==> src/rtl/ca_ctrl_pkg.sv <==
// Shared types and default constants for the CA stream sequencer.
// Optional report FIFO is selected with the CA_RPT_FIFO_EN macro.
package ca_ctrl_pkg;

  typedef enum logic [2:0] {
    ST_IDLE,
    ST_FLUSH,
    ST_RUN,
    ST_DRAIN,
    ST_DONE
  } state_t;

  localparam int          OFF_W_DEF    = 16;
  localparam logic [7:0]  PAD_WORD_DEF = 8'h00;

  typedef struct packed {
    logic [OFF_W_DEF-1:0] offset;
  } rpt_t;

endpackage

==> src/rtl/ca_rpt_fifo.sv <==
// Report FIFO with a registered head; full capacity is DEPTH entries.
// Instantiated by ca_stream_ctrl only when CA_RPT_FIFO_EN is defined.
module ca_rpt_fifo #(
  parameter int WIDTH = 16,
  parameter int DEPTH = 8
) (
  input  logic             clk,
  input  logic             rst,
  input  logic             wr_en,
  input  logic [WIDTH-1:0] wr_data,
  input  logic             rd_en,
  output logic             rd_valid,
  output logic [WIDTH-1:0] rd_data,
  output logic             full
);

  localparam int AW = (DEPTH > 1) ? $clog2(DEPTH) : 1;

  logic [WIDTH-1:0] mem [DEPTH];
  logic [AW-1:0]    wr_ptr, rd_ptr, rd_ptr_nxt;
  logic [AW:0]      count, count_after_pop, count_nxt;

  assign full            = (count == (AW+1)'(DEPTH));
  assign rd_ptr_nxt      = rd_ptr + AW'(rd_en);
  assign count_after_pop = count - (AW+1)'(rd_en);
  assign count_nxt       = count_after_pop + (AW+1)'(wr_en);

  // NOTE: storage has no reset; only pointers, count and the head register do.
  always_ff @(posedge clk) begin
    if (wr_en) mem[wr_ptr] <= wr_data;
  end

  // NOTE: sequential state uses non-blocking assignments so every flop
  // samples pre-edge values regardless of statement order.
  always_ff @(posedge clk) begin
    if (rst) begin
      wr_ptr   <= '0;
      rd_ptr   <= '0;
      count    <= '0;
      rd_valid <= 1'b0;
      rd_data  <= '0;
    end else begin
      if (wr_en) wr_ptr <= wr_ptr + AW'(1);
      rd_ptr   <= rd_ptr_nxt;
      count    <= count_nxt;
      rd_valid <= (count_nxt != '0);
      // Head comes from the write port when the queue would otherwise be empty.
      if (count_after_pop == '0 && wr_en) rd_data <= wr_data;
      else if (count_after_pop != '0)     rd_data <= mem[rd_ptr_nxt];
    end
  end

endmodule

==> src/rtl/ca_stream_ctrl.sv <==
// Stream sequencer for the 8-STE CA processor: flush, feed, drain, tag reports.
// Define CA_RPT_FIFO_EN to queue reports in a FIFO instead of a single register.
module ca_stream_ctrl
  import ca_ctrl_pkg::*;
#(
  parameter int         OFF_W     = OFF_W_DEF,
  parameter logic [7:0] PAD_WORD  = PAD_WORD_DEF,
  parameter int         FLUSH_CYC = 2,
  parameter int         RPT_LAT   = 2,
  parameter int         RPT_DEPTH = 8
) (
  input  logic             clk,
  input  logic             rst,
  input  logic             start,
  input  logic             s_valid,
  input  logic [7:0]       s_data,
  input  logic             s_last,
  output logic             s_ready,
  output logic             ca_rst,
  output logic [7:0]       ca_word,
  input  logic             ca_rpt_bt,
  output logic             rpt_valid,
  output logic [OFF_W-1:0] rpt_offset,
  input  logic             rpt_ready,
  output logic             busy,
  output logic             done,
  output logic             overflow,
  output logic             gap_err,
  output logic [OFF_W-1:0] rpt_count
);

  localparam int RUN_LAT = RPT_LAT + 1;
  localparam int CNT_MAX = (FLUSH_CYC > RUN_LAT) ? FLUSH_CYC : RUN_LAT;
  localparam int CNT_W   = $clog2(CNT_MAX + 1);

  state_t           state, state_nxt;
  logic [CNT_W-1:0] cnt;
  logic [OFF_W-1:0] off_cnt;
  logic             accept, flush_entry;
  logic             detect, push, pop, drop, rpt_full;
  logic [OFF_W-1:0] tail_off;
  logic [RPT_LAT-1:0] pipe_vld;
  logic [OFF_W-1:0]   pipe_off [RPT_LAT];

  assign accept      = s_ready & s_valid;
  assign flush_entry = (state_nxt == ST_FLUSH) && (state != ST_FLUSH);
  assign ca_rst      = rst | (state == ST_FLUSH);
  assign busy        = (state == ST_FLUSH) || (state == ST_RUN) || (state == ST_DRAIN);
  assign done        = (state == ST_DONE);

  // NOTE: next-state is defaulted before the case so no path leaves it unassigned.
  always_comb begin
    state_nxt = state;
    case (state)
      ST_IDLE:  if (start) state_nxt = ST_FLUSH;
      ST_FLUSH: if (cnt == CNT_W'(FLUSH_CYC - 1)) state_nxt = ST_RUN;
      ST_RUN:   if (accept && s_last) state_nxt = ST_DRAIN;
      ST_DRAIN: if (cnt == CNT_W'(RUN_LAT - 1)) state_nxt = ST_DONE;
      ST_DONE:  if (start) state_nxt = ST_FLUSH;
      default:  state_nxt = ST_IDLE;
    endcase
  end

  always_ff @(posedge clk) begin
    if (rst) begin
      state     <= ST_IDLE;
      cnt       <= '0;
      s_ready   <= 1'b0;
      ca_word   <= PAD_WORD;
      off_cnt   <= '0;
      overflow  <= 1'b0;
      gap_err   <= 1'b0;
      rpt_count <= '0;
    end else begin
      state   <= state_nxt;
      s_ready <= (state_nxt == ST_RUN);
      ca_word <= accept ? s_data : PAD_WORD;
      if (state_nxt != state || !(state == ST_FLUSH || state == ST_DRAIN)) cnt <= '0;
      else cnt <= cnt + CNT_W'(1);
      if (flush_entry) begin
        off_cnt   <= '0;
        overflow  <= 1'b0;
        gap_err   <= 1'b0;
        rpt_count <= '0;
      end else begin
        if (accept) off_cnt <= off_cnt + OFF_W'(1);
        if (state == ST_RUN && !accept) gap_err <= 1'b1;
        if (detect && rpt_count != '1) rpt_count <= rpt_count + OFF_W'(1);
        if (drop) overflow <= 1'b1;
      end
    end
  end

  // Offset pipe aligns each accepted word's offset with its ca_rpt_bt sample.
  always_ff @(posedge clk) begin
    if (rst) pipe_vld <= '0;
    else begin
      pipe_vld[0] <= accept;
      for (int i = 1; i < RPT_LAT; i++) pipe_vld[i] <= pipe_vld[i-1];
    end
  end

  always_ff @(posedge clk) begin
    pipe_off[0] <= off_cnt;
    for (int i = 1; i < RPT_LAT; i++) pipe_off[i] <= pipe_off[i-1];
  end

  assign tail_off = pipe_off[RPT_LAT-1];
  assign detect   = pipe_vld[RPT_LAT-1] & ca_rpt_bt;
  assign pop      = rpt_valid & rpt_ready;
  assign push     = detect & (~rpt_full | pop);
  assign drop     = detect & rpt_full & ~pop;

`ifdef CA_RPT_FIFO_EN
  ca_rpt_fifo #(
    .WIDTH (OFF_W),
    .DEPTH (RPT_DEPTH)
  ) u_rpt_fifo (
    .clk      (clk),
    .rst      (rst),
    .wr_en    (push),
    .wr_data  (tail_off),
    .rd_en    (pop),
    .rd_valid (rpt_valid),
    .rd_data  (rpt_offset),
    .full     (rpt_full)
  );
`else
  assign rpt_full = rpt_valid;

  always_ff @(posedge clk) begin
    if (rst) begin
      rpt_valid  <= 1'b0;
      rpt_offset <= '0;
    end else if (push) begin
      rpt_valid  <= 1'b1;
      rpt_offset <= tail_off;
    end else if (pop) begin
      rpt_valid  <= 1'b0;
    end
  end
`endif

endmodule
==> config.mk <==
export PLATFORM = sky130hd
export DESIGN_NAME = ca_stream_ctrl
export DESIGN_NICKNAME = d
export VERILOG_FILES = /design/src/rtl/ca_ctrl_pkg.sv /design/src/rtl/ca_rpt_fifo.sv /design/src/rtl/ca_stream_ctrl.sv
export SDC_FILE = /design/constraint.sdc
export NUM_CORES = 1
export LEC_CHECK = 0
export BUFFER_PORTS_ARGS = -buffer_cell sky130_fd_sc_hd__buf_4
export CAP_MARGIN = 10
export CORE_MARGIN = 5
export CORE_UTILIZATION = 35
export CTS_CLUSTER_SIZE = 10
export DETAILED_ROUTE_END_ITERATION = 10
export GPL_TIMING_DRIVEN = 0
export MAX_ROUTING_LAYER = met4
export PLACE_DENSITY = 0.63
export SYNTH_ARGS = -nofsm -noshare
export SYNTH_HDL_FRONTEND = slang
export SYNTH_SLANG_ARGS = --single-unit
==> constraint.sdc <==
create_clock -name clk -period 2.09 [get_ports clk]
set_clock_uncertainty 0.1 [all_clocks]
set_input_delay 0.1045 -clock clk [delete_from_list [all_inputs] [get_ports clk]]
set_output_delay 0.1045 -clock clk [all_outputs]
set_load 0.1 [all_outputs]
### After elaboration in Yosys (flattened, before gate mapping)

Memory sizes are Yosys's and may differ from the RTL's. A register that Yosys moved wholly into a read port is not among the register bits.
Cells that the tools add are included.

* word-level logic and storage cells: 59
* input bits: 15
* output and inout bits: 47
* memories kept: 1
* RAM bits: 32
* register bits after elaboration: 51

* eq/ne operators: 11
* bitwise gates (word level): 11
* reduce and logical (&&, ||, !) cells: 16
* add/subtract/negate cells: 3
* multiplexer cells: 7

Memories
* pipe_off: depth 2, bits a word 16, read ports 2, clocked after memory_dff 1, wr ports 2, line ca_stream_ctrl.sv:43 `logic [OFF_W-1:0] pipe_off [RPT_LAT];`

Operator list (number)
* $add A16 B1 Y16 const B: 2
* $ne A16 B16 Y1 const B: 1
* $mux W3: 4
* $pmux W3 S4: 1
* $eq A3 B2 Y1 const B: 3
* $reduce_or A2 Y1: 4
* $and A1 B1 Y1: 6
* $eq A3 B1 Y1 const B: 2
* $logic_and A1 B1 Y1: 4
* $logic_or A1 B1 Y1: 4
* $eq A3 B3 Y1 const B: 1
* $logic_not A3 Y1: 1
* $ne A3 B1 Y1 const B: 1
* $ne A3 B3 Y1: 1
* $not A1 Y1: 3
* $add A2 B1 Y2 const B: 1
* $eq A2 B1 Y1 const B: 1
* $eq A2 B2 Y1 const B: 1
* $logic_not A1 Y1: 2
* $mux W1: 2
* $or A1 B1 Y1: 2
* $reduce_bool A2 Y1: 1

### Depth between registers and ports, before layout

* word-level depth: 7
* depth in mapped cells: 5

### Least setup slack after synthesis

OpenSTA, ideal clock, no wires.

* path kind: register to register
* from: register rpt_count[1]
* to: register rpt_count[2]
* arrival time: 2484 ps
* path slack: -586 ps
* stages on the path, launching flop included: 6
* required time: 1899 ps
* cells stage by stage: dfxtp_1 > ha_1 > nand3_1 > nor4_1 > nor2_1 > a311oi_1

* cells in the longest elaborated chain, start to end: 2

RTL lines
* start: declaration: line ca_stream_ctrl.sv:29 `output logic [OFF_W-1:0] rpt_count`
* start signal: assignment: line ca_stream_ctrl.sv:88 `if (detect && rpt_count != '1) rpt_count <= rpt_count + OFF_W'(1);`
* branches (longest 2 deep; another with $add A16 B1 Y16)

Several ways; the timed one is not identified.
A chain may end at the register's enable or synchronous reset.

### Worst setup path after layout

* from: register rpt_count[0]
* to: register rpt_count[14]

Same word-level chain as after synthesis.

==> results.sh <==
export IMPL_arrival_ns=2.19
export IMPL_reg2reg_depth=5
export IMPL_post_cts_setup_buffer_count=0
export IMPL_fin_hold_ws_ns=0.02134
export IMPL_cp_slowest_stage_delay_ns=0.50
export IMPL_status="finished clean"
export IMPL_hold_class="input port to register"
export IMPL_ios=62
export IMPL_synth_area_leaders="dfxtp_1, nand2_1, a21oi_1"
export IMPL_synth_top_flop_cell="dfxtp_1"
export IMPL_yosysMostFrequentCell="dfxtp_1"
export IMPL_via_count=2712
export IMPL_grt_start_max_net_pins=22
export IMPL_antenna_found_initial=0
export IMPL_grtUsageTotal=0.1323
export IMPL_path_cells="ha_4 -> nand3_1 -> or4_4 -> or4_1 -> a21oi_1"
export IMPL_register_area_um2=2023
export IMPL_grt_pass1_vias=2676
export IMPL_cts_tree="yes"
export IMPL_cts_max_path_buffers=2
export IMPL_yosysUniqueCellTypes=41
export IMPL_synth_edff_count=0
export IMPL_path_class="register to register"
export IMPL_drive_gt1_frac=0.2460
export IMPL_dp_cells=537
export IMPL_die_y_um=108.0
export IMPL_num_antenna_cells=0
export IMPL_synth_largest_area_cell="dfxtp_1"
export IMPL_area_growth_pct=30.38
export IMPL_seq_area_frac_synth=0.5891
export IMPL_cp_data_required_time_ns=2.28
export IMPL_fp_row_count=35
export IMPL_drv_cap=0
export IMPL_root_buffer="clkbuf_8"
export IMPL_avgSynthCellArea_um2=9.668
export IMPL_intPower_uw=2426
export IMPL_p_comb_frac=0.046
export IMPL_vias_per_cell=4.809
export IMPL_setup_tns_ns=0
export IMPL_end_kind="register"
export IMPL_holdPathStages=2
export IMPL_dpl_hpwl_mm=5.024
export IMPL_syn_inst=348
export IMPL_power_switching_uw=859.7
export IMPL_gp_congestion=0.7811
export IMPL_yosysTopAreaCellShare=0.5891
export IMPL_fin_crit_ns=1.998
export IMPL_powerDensity_nw_per_um2=749.0
export IMPL_yosys_top_cells_count="dfxtp_1, nand2_1, a21oi_1"
export IMPL_overflow=0
export IMPL_multi_input_area_um2=1331
export IMPL_stdcell_count=564
export IMPL_dieWidth_um=108.0
export IMPL_max_freq_mhz=500.5
export IMPL_drtAntennaViolNets=0
export IMPL_syn_num_nets=367
export IMPL_core_area_um2=9328
export IMPL_drc=0
export IMPL_wl_mm=7.098
export IMPL_wl_per_cell_um=12.59
export IMPL_firstDrtPassIters=4
export IMPL_cts_clk_slew_worst_paths_ns=0.11
export IMPL_nFillCells=890
export IMPL_insertion_delay_ns=0.37
export IMPL_yosysWarningCount=0
export IMPL_pwr_share_seq=0.574
export IMPL_synth_seq_cells=99
export IMPL_synthArstFlopShare=0
export IMPL_cts_made_buffers=9
export IMPL_synth_area_um2=3364
export IMPL_cellLeakagePower_uw=0.001629
export IMPL_layout_nets=449
export IMPL_start_kind="register"
export IMPL_io_buffers=60
export IMPL_initial_core_util=0.3607
export IMPL_htree_levels=3
export IMPL_die_area_um2=11670
export IMPL_tightest_slew_ns=0.6892
export IMPL_hold_viol=0
export IMPL_peakVddDrop_mv=0.3955
export IMPL_max_slew_margin=0.5367
export IMPL_clock_sinks=99
export IMPL_critPathMaxFanout=5
export IMPL_switching_share=0.2616
export IMPL_p_clk_frac=0.380
export IMPL_fin_crit_sh=0.9560
export IMPL_drv_slew=0
export IMPL_setup_viol=0
export IMPL_drt_iter0_markers=135
export IMPL_grt_pass1_wl_mm=12.14
export IMPL_cpMaxStageDelayCell="or4_4"
-- per-stage QoR --
step / util / total power [µW] / area, µm² / setup WS, ns
final: 0.4703 / 3286 / 4387 / 0.09190
after global routing: 0.4703 / 3404 / 4387 / -0.02412
after CTS: 0.4680 / 3327 / 4365 / 0.08714
after detailed placement: 0.4334 / 2065 / 4043 / 0.09818
after global placement: 0.4334 / 2065 / 4043 / 0.1549
after floorplan: - / 2018 / 3431 / -0.01717
-- cells in the final DEF (no fill, tap or decap), types with 5 or more instances in the layout --
master | netlist | routed
dfxtp_1 | 99 | 82
buf_4 | 0 | 60
nand2_1 | 47 | 47
a21oi_1 | 35 | 35
nor2_1 | 28 | 28
nand3_1 | 13 | 13
inv_1 | 11 | 11
dlygate4sd3_1 | 0 | 11
xnor2_1 | 10 | 10
and2_1 | 9 | 9
clkbuf_8 | 0 | 9
dfxtp_2 | 0 | 9
clkbuf_1 | 8 | 8
nor3_1 | 8 | 8
dfxtp_4 | 0 | 8
nand4_1 | 7 | 7
o31ai_1 | 7 | 7
and3_1 | 5 | 5
or3_1 | 5 | 5
or4_1 | 6 | 5
-- area by class of cell --
class | count | area share
plain buffers | 11 | 0.01284
repair buffers | 71 | 0.1278
flip-flops and latches | 99 | 0.4612
clock inverters | 7 | 0.02025
well taps | 129 | 0.03679
clock buffers | 9 | 0.02824
multi-input cells | 227 | 0.3035
inverters | 11 | 0.009412
-- layer usage --
| metal | track usage | part of all wire | vias up |
|---|---|---|---|
| met5 | - | 0 | - |
| met4 | 0.05771 | 0.019 | 0 |
| met3 | 0.02746 | 0.044 | 14 |
| met2 | 0.2123 | 0.46 | 58 |
| met1 | 0.1615 | 0.47 | 1261 |
| li1 | - | - | 1379 |
-- path summary, 6_finish.rpt --
| kind | from | end | slack [ns] |
|---|---|---|---|
| worst min-delay path | rst | pipe_vld[1] | 0.02 |
| worst max register to register | rpt_count[0] | rpt_count[14] | 0.09 |
| worst max-delay path | rpt_count[0] | rpt_count[14] | 0.09 |
| worst min register to register | pipe_off[0][9] | pipe_off[1][9] | 0.23 |
-- power by group through the flow --
stage               clock [µW]  combinational [µW]  sequential, µW
floorplan                    0                81.9            1940
global placement             0                 135            1930
detailed placement           0                 135            1930
CTS                       1290                 152            1890
global route              1350                 164            1890
finish                    1250                 152            1890
-- what timing repair did --
action                                  CTS  global route
resized for setup                         0             3
endpoints found under the setup margin    0             4
hold endpoints to repair                 12             0
hold buffers                             11             0
-- registers in the layout, indices dropped and copies added, names as in the netlist --
signal / flops
gap_err: 1
cnt: 2
pipe_vld: 2
rpt_count: 16
overflow: 1
rpt_valid: 1
rpt_offset: 16
s_ready: 1
state: 3
off_cnt: 16
ca_word: 8
pipe_off: 32
-- worst max-delay path, delay by kind of cell (launching register included) --
kind | cells | cell delay (ns)
adder cells (fa/ha/maj) | 1 | 0.15
AO/OA/AOI/OAI | 1 | 0.15
AND/OR/NAND/NOR | 3 | 1.12
flip-flops | 1 | 0.40
-- cell families after synthesis --
| logic type | Yosys count | share of synthesized area |
|---|---|---|
| XOR/XNOR | 12 | 0.03124 |
| AO/OA/AOI/OAI | 58 | 0.1030 |
| buffers and inverters | 22 | 0.02901 |
| flip-flops | 99 | 0.5891 |
| adder cells (fa/ha/maj) | 4 | 0.01488 |
| multiplexers | 3 | 0.008926 |
| AND/OR/NAND/NOR | 150 | 0.2239 |
(Power assumes the default switching activity.)
